$ cat src/rtl/fifo_wr_arbiter.sv
`timescale 1ns/1ps
// Round-robin arbiter sharing the async FIFO write port among NREQ wclk-domain requesters.
// A grant covers one burst, ended by req_last or MAX_BURST beats; beats stall on wfull.
module fifo_wr_arbiter #(
  parameter int unsigned NREQ      = 4,
  parameter int unsigned DSIZE     = 8,
  parameter int unsigned MAX_BURST = 4,
  parameter int unsigned CNT_W     = 16
) (
  input  logic                      wclk,
  input  logic                      wrst_n,
  input  logic [NREQ-1:0]           req_valid,
  input  logic [NREQ*DSIZE-1:0]     req_data,
  input  logic [NREQ-1:0]           req_last,
  output logic [NREQ-1:0]           req_ready,
  input  logic                      wfull,
  output logic                      winc,
  output logic [DSIZE-1:0]          wdata,
  output logic [$clog2(NREQ)-1:0]   gnt_id,
  output logic                      gnt_vld,
  output logic [CNT_W-1:0]          wr_count
);

  localparam int unsigned ID_W = $clog2(NREQ);
  localparam int unsigned BC_W = (MAX_BURST > 1) ? $clog2(MAX_BURST) : 1;
  localparam logic [BC_W-1:0] BC_LAST = BC_W'(MAX_BURST - 1);

  typedef enum logic {
    IDLE  = 1'b0,
    BURST = 1'b1
  } state_t;

  state_t            state_q, state_d;
  logic [ID_W-1:0]   gnt_id_q, gnt_id_d;
  logic              gnt_vld_q, gnt_vld_d;
  logic [ID_W-1:0]   rr_ptr_q, rr_ptr_d;
  logic [BC_W-1:0]   beat_cnt_q, beat_cnt_d;
  logic [CNT_W-1:0]  wr_count_q, wr_count_d;

  logic              beat_c;
  logic              pick_found;
  logic [ID_W-1:0]   pick_id;
  logic [ID_W-1:0]   cand;

  // Beat-side outputs depend only on registered grant, req_valid, wfull and the granted data lane.
  always_comb begin
    beat_c    = (state_q == BURST) && req_valid[gnt_id_q] && !wfull;
    winc      = beat_c;
    req_ready = '0;
    wdata     = '0;
    if (beat_c) begin
      req_ready[gnt_id_q] = 1'b1;
    end
    if (state_q == BURST) begin
      for (int unsigned i = 0; i < NREQ; i++) begin
        if (gnt_id_q == ID_W'(i)) begin
          wdata = req_data[i*DSIZE +: DSIZE];
        end
      end
    end
  end

  // Circular search starting just above the last owner.
  always_comb begin
    pick_found = 1'b0;
    pick_id    = '0;
    cand       = '0;
    for (int unsigned k = 1; k <= NREQ; k++) begin
      cand = rr_ptr_q + ID_W'(k);
      if (!pick_found && req_valid[cand]) begin
        pick_found = 1'b1;
        pick_id    = cand;
      end
    end
  end

  always_comb begin
    state_d    = state_q;
    gnt_id_d   = gnt_id_q;
    gnt_vld_d  = gnt_vld_q;
    rr_ptr_d   = rr_ptr_q;
    beat_cnt_d = beat_cnt_q;
    wr_count_d = wr_count_q;
    case (state_q)
      IDLE: begin
        if (pick_found) begin
          gnt_id_d   = pick_id;
          gnt_vld_d  = 1'b1;
          beat_cnt_d = '0;
          state_d    = BURST;
        end
      end
      BURST: begin
        if (beat_c) begin
          wr_count_d = wr_count_q + CNT_W'(1);
          if (req_last[gnt_id_q] || (beat_cnt_q == BC_LAST)) begin
            rr_ptr_d  = gnt_id_q;
            gnt_vld_d = 1'b0;
            state_d   = IDLE;
          end else begin
            beat_cnt_d = beat_cnt_q + BC_W'(1);
          end
        end
      end
      default: begin
        state_d   = IDLE;
        gnt_vld_d = 1'b0;
      end
    endcase
  end

  always_ff @(posedge wclk or negedge wrst_n) begin
    if (!wrst_n) begin
      state_q    <= IDLE;
      gnt_id_q   <= '0;
      gnt_vld_q  <= 1'b0;
      rr_ptr_q   <= ID_W'(NREQ - 1);
      beat_cnt_q <= '0;
      wr_count_q <= '0;
    end else begin
      state_q    <= state_d;
      gnt_id_q   <= gnt_id_d;
      gnt_vld_q  <= gnt_vld_d;
      rr_ptr_q   <= rr_ptr_d;
      beat_cnt_q <= beat_cnt_d;
      wr_count_q <= wr_count_d;
    end
  end

  assign gnt_id   = gnt_id_q;
  assign gnt_vld  = gnt_vld_q;
  assign wr_count = wr_count_q;

endmodule

$ cat config.mk
export PLATFORM = sky130hd
export DESIGN_NAME = fifo_wr_arbiter
export DESIGN_NICKNAME = d
export VERILOG_FILES = /design/src/rtl/fifo_wr_arbiter.sv
export SDC_FILE = /design/constraint.sdc
export NUM_CORES = 1
export LEC_CHECK = 0
export ABC_AREA = 0
export CAP_MARGIN = 20
export CORE_MARGIN = 3
export CORE_UTILIZATION = 41
export DETAILED_ROUTE_END_ITERATION = 12
export HOLD_SLACK_MARGIN = 0.15
export PLACE_DENSITY = 0.81
export REMOVE_ABC_BUFFERS = 1
export SLEW_MARGIN = 20
export SYNTH_ARGS = -nofsm -noshare
export SYNTH_HDL_FRONTEND = slang
export SYNTH_SLANG_ARGS = --single-unit
$ cat constraint.sdc
create_clock -name wclk -period 2.1 [get_ports wclk]
set_input_delay 0.42 -clock wclk [delete_from_list [all_inputs] [get_ports wclk]]
set_output_delay 0.42 -clock wclk [all_outputs]
set_load 0.05 [all_outputs]
==> flow_summary.toml, run 1 <==
[outcome]
status = "finished clean"

[layout]
final_cell_mix = "clkdlybuf4s50_1 (57), buf_4 (23), dfrtp_1 (21)"
drive_gt1_share_pct = 31.03
design_area_sq_um = 2621
nNetsFinal = 278
num_antenna_cells = 0
final_common_cell = "clkdlybuf4s50_1"
syn_to_final_growth_pct = 68.95

[setup_path]
startpoint_type = "flip-flop"
cp_top_family = "multiplexers"
slowest_stage = "mux4_2"
crit_type = "flip-flop to output port"
critPathRequiredTime_ns = 1.68
worstPathArrival_ns = 1.65
cpPeakStageDelay_ns = 0.51
crit_chain = "buf_12, mux4_2, and2_4, buf_6"
cp.buffers_inverters = 2
path_max_fanout = 9
critPathCaptureType = "output port"

[timing]
tightest_slew_ns = 0.5538
relSlewSlack_pct = 62.96
period_minus_slack_ns = 2.065
slew_viol_final = 0
rsz0062_at_grt = "true"
max_freq_mhz = 484.3
finClkSkew_ns = 0.003424
setup_tns_ns = 0
period_share_pct = 98.34
finalHoldViolations = 0
hold-worst-slack_ns = 0.4875
setup_viol = 0

[place]
numPortBuffers = 74
dp_hpwl_microns = 3769
place.gp.congestion = 0.8860
placedInstanceArea_sq_um = 2476

[logic_synthesis]
synth.area.top_cells = "dfrtp_1 (35%), mux4_2 (13%), xor2_1 (5.1%), and2_1 (4.0%), dfstp_2 (3.4%)"
yosysTopAreaCellShare_pct = 35.48
async_reset_ff_share_pct = 100.0
synth_edf_count = 0
synth_warnings = 0
ys_seq_elements = 24
syn_area_per_cell_sq_um = 11.16
syn_inst = 139
yosysUniqueCellTypes = 42
synth_area_sq_um = 1551
yosysSeqAreaShare_pct = 38.87
synth_top_area_cell = "dfrtp_1"
synthFlopType = "dfrtp_1"

[cts]
clock_path_buffers = 2
cts_tree = "yes"
clk_latency_ns = 0.26
clockRootBuffer = "clkbuf_8"
numCtsBuffers = 3
clk_pin_slew_worst_paths_ns = 0.08
htree_levels = 1
cts.sink_count = 24
hold_buffers = 0

[global_route]
antenna_found_initial = 0
grt_max_degree = 25
grt_usage_pct = 21.92
gr-total-overflow = 0
grt_pass1_vias = 1511
grt_pass1_wl_microns = 7424

[min_path]
min_path_type = "flip-flop to flip-flop"

[routing]
drt_first_pass_iters = 5
finalWirelength_microns = 4744
postRouteAntennaNets = 0
drc_errors = 0
vias_per_cell = 5.324
wire_per_inst_microns = 17.06
dr.first_iter.drc_count = 69
vias = 1480

[job]
cap_violations = 0

[floorplan]
start_util_pct = 44.40
die-width_microns = 67.52
rows = 21
die_area_sq_um = 4558
core_sq_um = 3495
io_pins = 75
die_h_microns = 67.52

[pwr]
total_power_mw = 3.402
p_per_area_nw_per_um2 = 1298
power_leakage_nw = 1.172
vdd_ir_drop_max_mv = 0.8343
[worst reg2reg max path, stage by stage (launching register included)]
cell,delay [ns]
dfrtp_2,0.41
buf_4,0.13
mux2_2,0.36
a2bb2oi_4,0.19
buf_4,0.20
buf_4,0.14
nor3_1,0.06
a221o_1,0.29
[cells by family after synthesis]
kind of cell    Yosys count  synth area share [%]
mux                      14                 16.53
flops                    24                 38.87
buf+inv                  11                 3.709
fa+ha+maj                 2                 1.613
compound gates           16                 8.066
xor+xnor                 15                 8.468
simple gates             57                 22.74
[timing repair]
item                       in CTS  in global routing
setup endpoints to repair      11                 11
buffers inserted                3                  2
gates resized for setup         5                 17
pin swaps                       3                  0
[Yosys cell counts, drive strengths merged, types with 4 or more instances]
cell type	instances
nand2	12
nor3	6
xnor2	6
nand4	5
dfrtp	22
nor4	4
xor2	9
and2	10
mux4	9
nor2	5
nand3	5
buf	5
o21ai	4
[stage by stage]
step | instances | setup slack [ns] | utilization, %
floorplan | 131 | -0.8851 | -
global placement | 269 | -0.1381 | 70.86
detailed placement | 269 | -0.1783 | 70.86
CTS | 276 | 0.001037 | 73.15
global route | 278 | -0.01960 | 75.01
finish | 278 | 0.03495 | 75.01
[final cells by class]
| class | instances | area [sq um] |
|---|---|---|
| tap | 46 | 57.56 |
| sequential | 24 | 604.3 |
| clock buffer | 4 | 45.04 |
| fill | 234 | 873.3 |
| timing repair buffer | 97 | 985.9 |
| inverter | 3 | 11.26 |
| multi-input combinational | 104 | 917.1 |
[worst paths after layout]
check	from	slack, ns	cells after the start	endpoint
setup / recovery	gnt_id[0]	0.03	4	wdata[5]
setup reg to reg	gnt_id[0]	0.19	7	beat_cnt_q[1]
hold / removal	wr_count[15]	0.49	1	wr_count[15]
hold reg to reg	wr_count[15]	0.49	1	wr_count[15]
max in group asynchronous	wrst_n	1.32	2	rr_ptr_q[1]
min in group asynchronous	wrst_n	0.50	2	wr_count[5]
[where the power goes]
part / switching [mW] / internal (mW)
Sequential: 0.148 / 0.597
Combinational: 1.28 / 1.10
Clock: 0.142 / 0.135
[sequential cells by signal, summed over array words and instances, names as in the netlist]
signal and count:
state_q 1, gnt_vld 1, gnt_id 2, beat_cnt_q 2, wr_count 16, rr_ptr_q 2
[routing by layer]
layer	global-route usage, %	wire [microns]
met5	0	0
met4	3.038	31
met3	3.494	173
met2	42.41	2755
met1	25.56	1783
(Power assumes the default switching activity.)
==> inputs of run 2 (changes only) <==
Settings changed: CORE_MARGIN 3 to 4, CORE_UTILIZATION 41 to 44, PLACE_DENSITY 0.81 to 0.86.
Clock period 2.1 ns to 2.46 ns, I/O delays scaled along.
==> run 2 against run 1 <==
Compared with the run above: die area decreased by 0.40%; first-iteration DRC count shrank 2.9%; flip-flop and latch count stayed put; total power shrank 23%; via count fell by 4.7%; design area decreased by 6.6%; clock power fell by 26%; routed wire length down 4.5%; clock-buffer cell count stayed put; cell count down 4.7%; global-route usage fell by 0.17 points; critical path type is now input port to output port; largest power group unchanged.
==> flow_summary.toml, run 2 (synthesis results as in run 1) <==
[global_route]
antenna_found_initial = 0
grt_usage_pct = 21.75
gr-total-overflow = 0
grt_max_degree = 25
grt_pass1_vias = 1532
grt_pass1_wl_microns = 7493

[cts]
clk_pin_slew_worst_paths_ns = 0.11
cts.sink_count = 24
cts_tree = "yes"
clk_latency_ns = 0.32
numCtsBuffers = 3
clockRootBuffer = "clkbuf_4"
hold_buffers = 0
clock_path_buffers = 2
htree_levels = 1

[timing]
finClkSkew_ns = 0.01624
tightest_slew_ns = 0.5104
rsz0062_at_grt = "false"
finalHoldViolations = 0
max_freq_mhz = 419.9
fin_ws_ns = 0.07875
slew_viol_final = 0
relSlewSlack_pct = 65.87
hold-worst-slack_ns = 0.4793
period_minus_slack_ns = 2.381
period_share_pct = 96.80
setup_viol = 0

[setup_path]
path_max_fanout = 4
r2r_slack_ns = 0.54
slowest_stage = "clkdlybuf4s50_1"
crit_chain = "clkdlybuf4s50_1, mux2i_1, a2bb2oi_4, clkinv_1, buf_4"
critPathRequiredTime_ns = 1.97
cpPeakStageDelay_ns = 0.47
worstPathArrival_ns = 1.89
startpoint_type = "input port"
cp_top_family = "buffers and inverters"
cp.buffers_inverters = 3
critPathCaptureType = "output port"
crit_type = "input port to output port"

[place]
placedInstanceArea_sq_um = 2406
placed_cells = 261
place_ws_ns = 0.09021
dp_hpwl_microns = 3744
numPortBuffers = 74
place.gp.congestion = 0.8731

[pwr]
p_per_area_nw_per_um2 = 1065
power_leakage_nw = 1.065
vdd_ir_drop_max_mv = 0.7153

[floorplan]
core_sq_um = 3363
rows = 21
die_h_microns = 67.38
io_pins = 75
die-width_microns = 67.38
die_area_sq_um = 4540
start_util_pct = 46.13

[layout]
drive_gt1_share_pct = 22.37
fillers = 257
final_cells = 265
final_core_util_pct = 72.77
design_area_sq_um = 2447
multi_input_comb_area_sq_um = 895.9
nNetsFinal = 265
ff_latch_area_sq_um = 603.1
num_antenna_cells = 0
final_common_cell = "clkdlybuf4s50_1"
syn_to_final_growth_pct = 57.74
largest_reg_flops = 16
final_cell_mix = "clkdlybuf4s50_1 (60), dfrtp_1 (22), buf_4 (19)"

[routing]
drt_first_pass_iters = 4
finalWirelength_microns = 4530
drc_errors = 0
postRouteAntennaNets = 0
dr.first_iter.drc_count = 67
vias = 1410
vias_per_cell = 5.321
wire_per_inst_microns = 17.09

[min_path]
min_path_type = "flip-flop to flip-flop"

[outcome]
status = "finished clean"

[job]
cap_violations = 0
==> run 2: cell types whose count changed in the layout (fill, tap and decap cells not counted), sizes merged <==
cell	delta
dlygate4sd2	-1
clkinv	+1
inv	-1
clkdlybuf4s50	+3
buf	-14
dlymetal6s2s	-1
==> run 2: stage by stage <==
stage	power, mW	setup TNS, ns
2_1_floorplan	1.771	-4.785
3_3_place_gp	2.359	0
3_5_place_dp	2.408	0
4_1_cts	2.613	0
5_1_grt	2.743	0
6_report	2.607	0
==> run 2: final cells by class <==
class | instances | share of cell area, %
clock buffers | 4 | 1.483
well taps | 46 | 2.352
multi-input cells | 104 | 36.61
flip-flops and latches | 24 | 24.64
repair buffers | 84 | 34.46
inverters | 3 | 0.4601
==> run 2: worst paths after layout <==
kind | startpoint | endpoint | cells past startpoint
setup / recovery | req_valid[0] | winc | 5
hold / removal | wr_count[15] | wr_count[15] | 1
setup reg to reg | gnt_id[1] | rr_ptr_q[1] | 5
hold reg to reg | wr_count[15] | wr_count[15] | 1
max in group asynchronous | wrst_n | rr_ptr_q[0] | 2
min in group asynchronous | wrst_n | wr_count[8] | 2
==> run 2: what timing repair did <==
item | in CTS | in global routing
setup endpoints to repair | 0 | 1
gates resized for setup | 0 | 1
setup buffers | 0 | 0
endpoints found under the hold margin | 0 | 0
==> run 2: power by group <==
part / switching [mW] / total, mW / internal (mW)
Clock: 0.114 / 0.205 / 0.0905
Combinational: 1.04 / 1.77 / 0.727
Sequential: 0.128 / 0.636 / 0.508
==> run 2: metal layers <==
metal	vias to the layer above	GRT usage, %	share of wire, %
met1	695	25.58	38
met5	-	0	0
met2	35	40.49	56
li1	666	-	-
met3	14	3.494	2.5
met4	0	6.076	3.5
==> inputs of run 3 (changes only) <==
Settings changed: CAP_MARGIN 20 to 30.
==> results of run 3 <==
No change in the layout: final DEF, timing and power equal those of run 2.
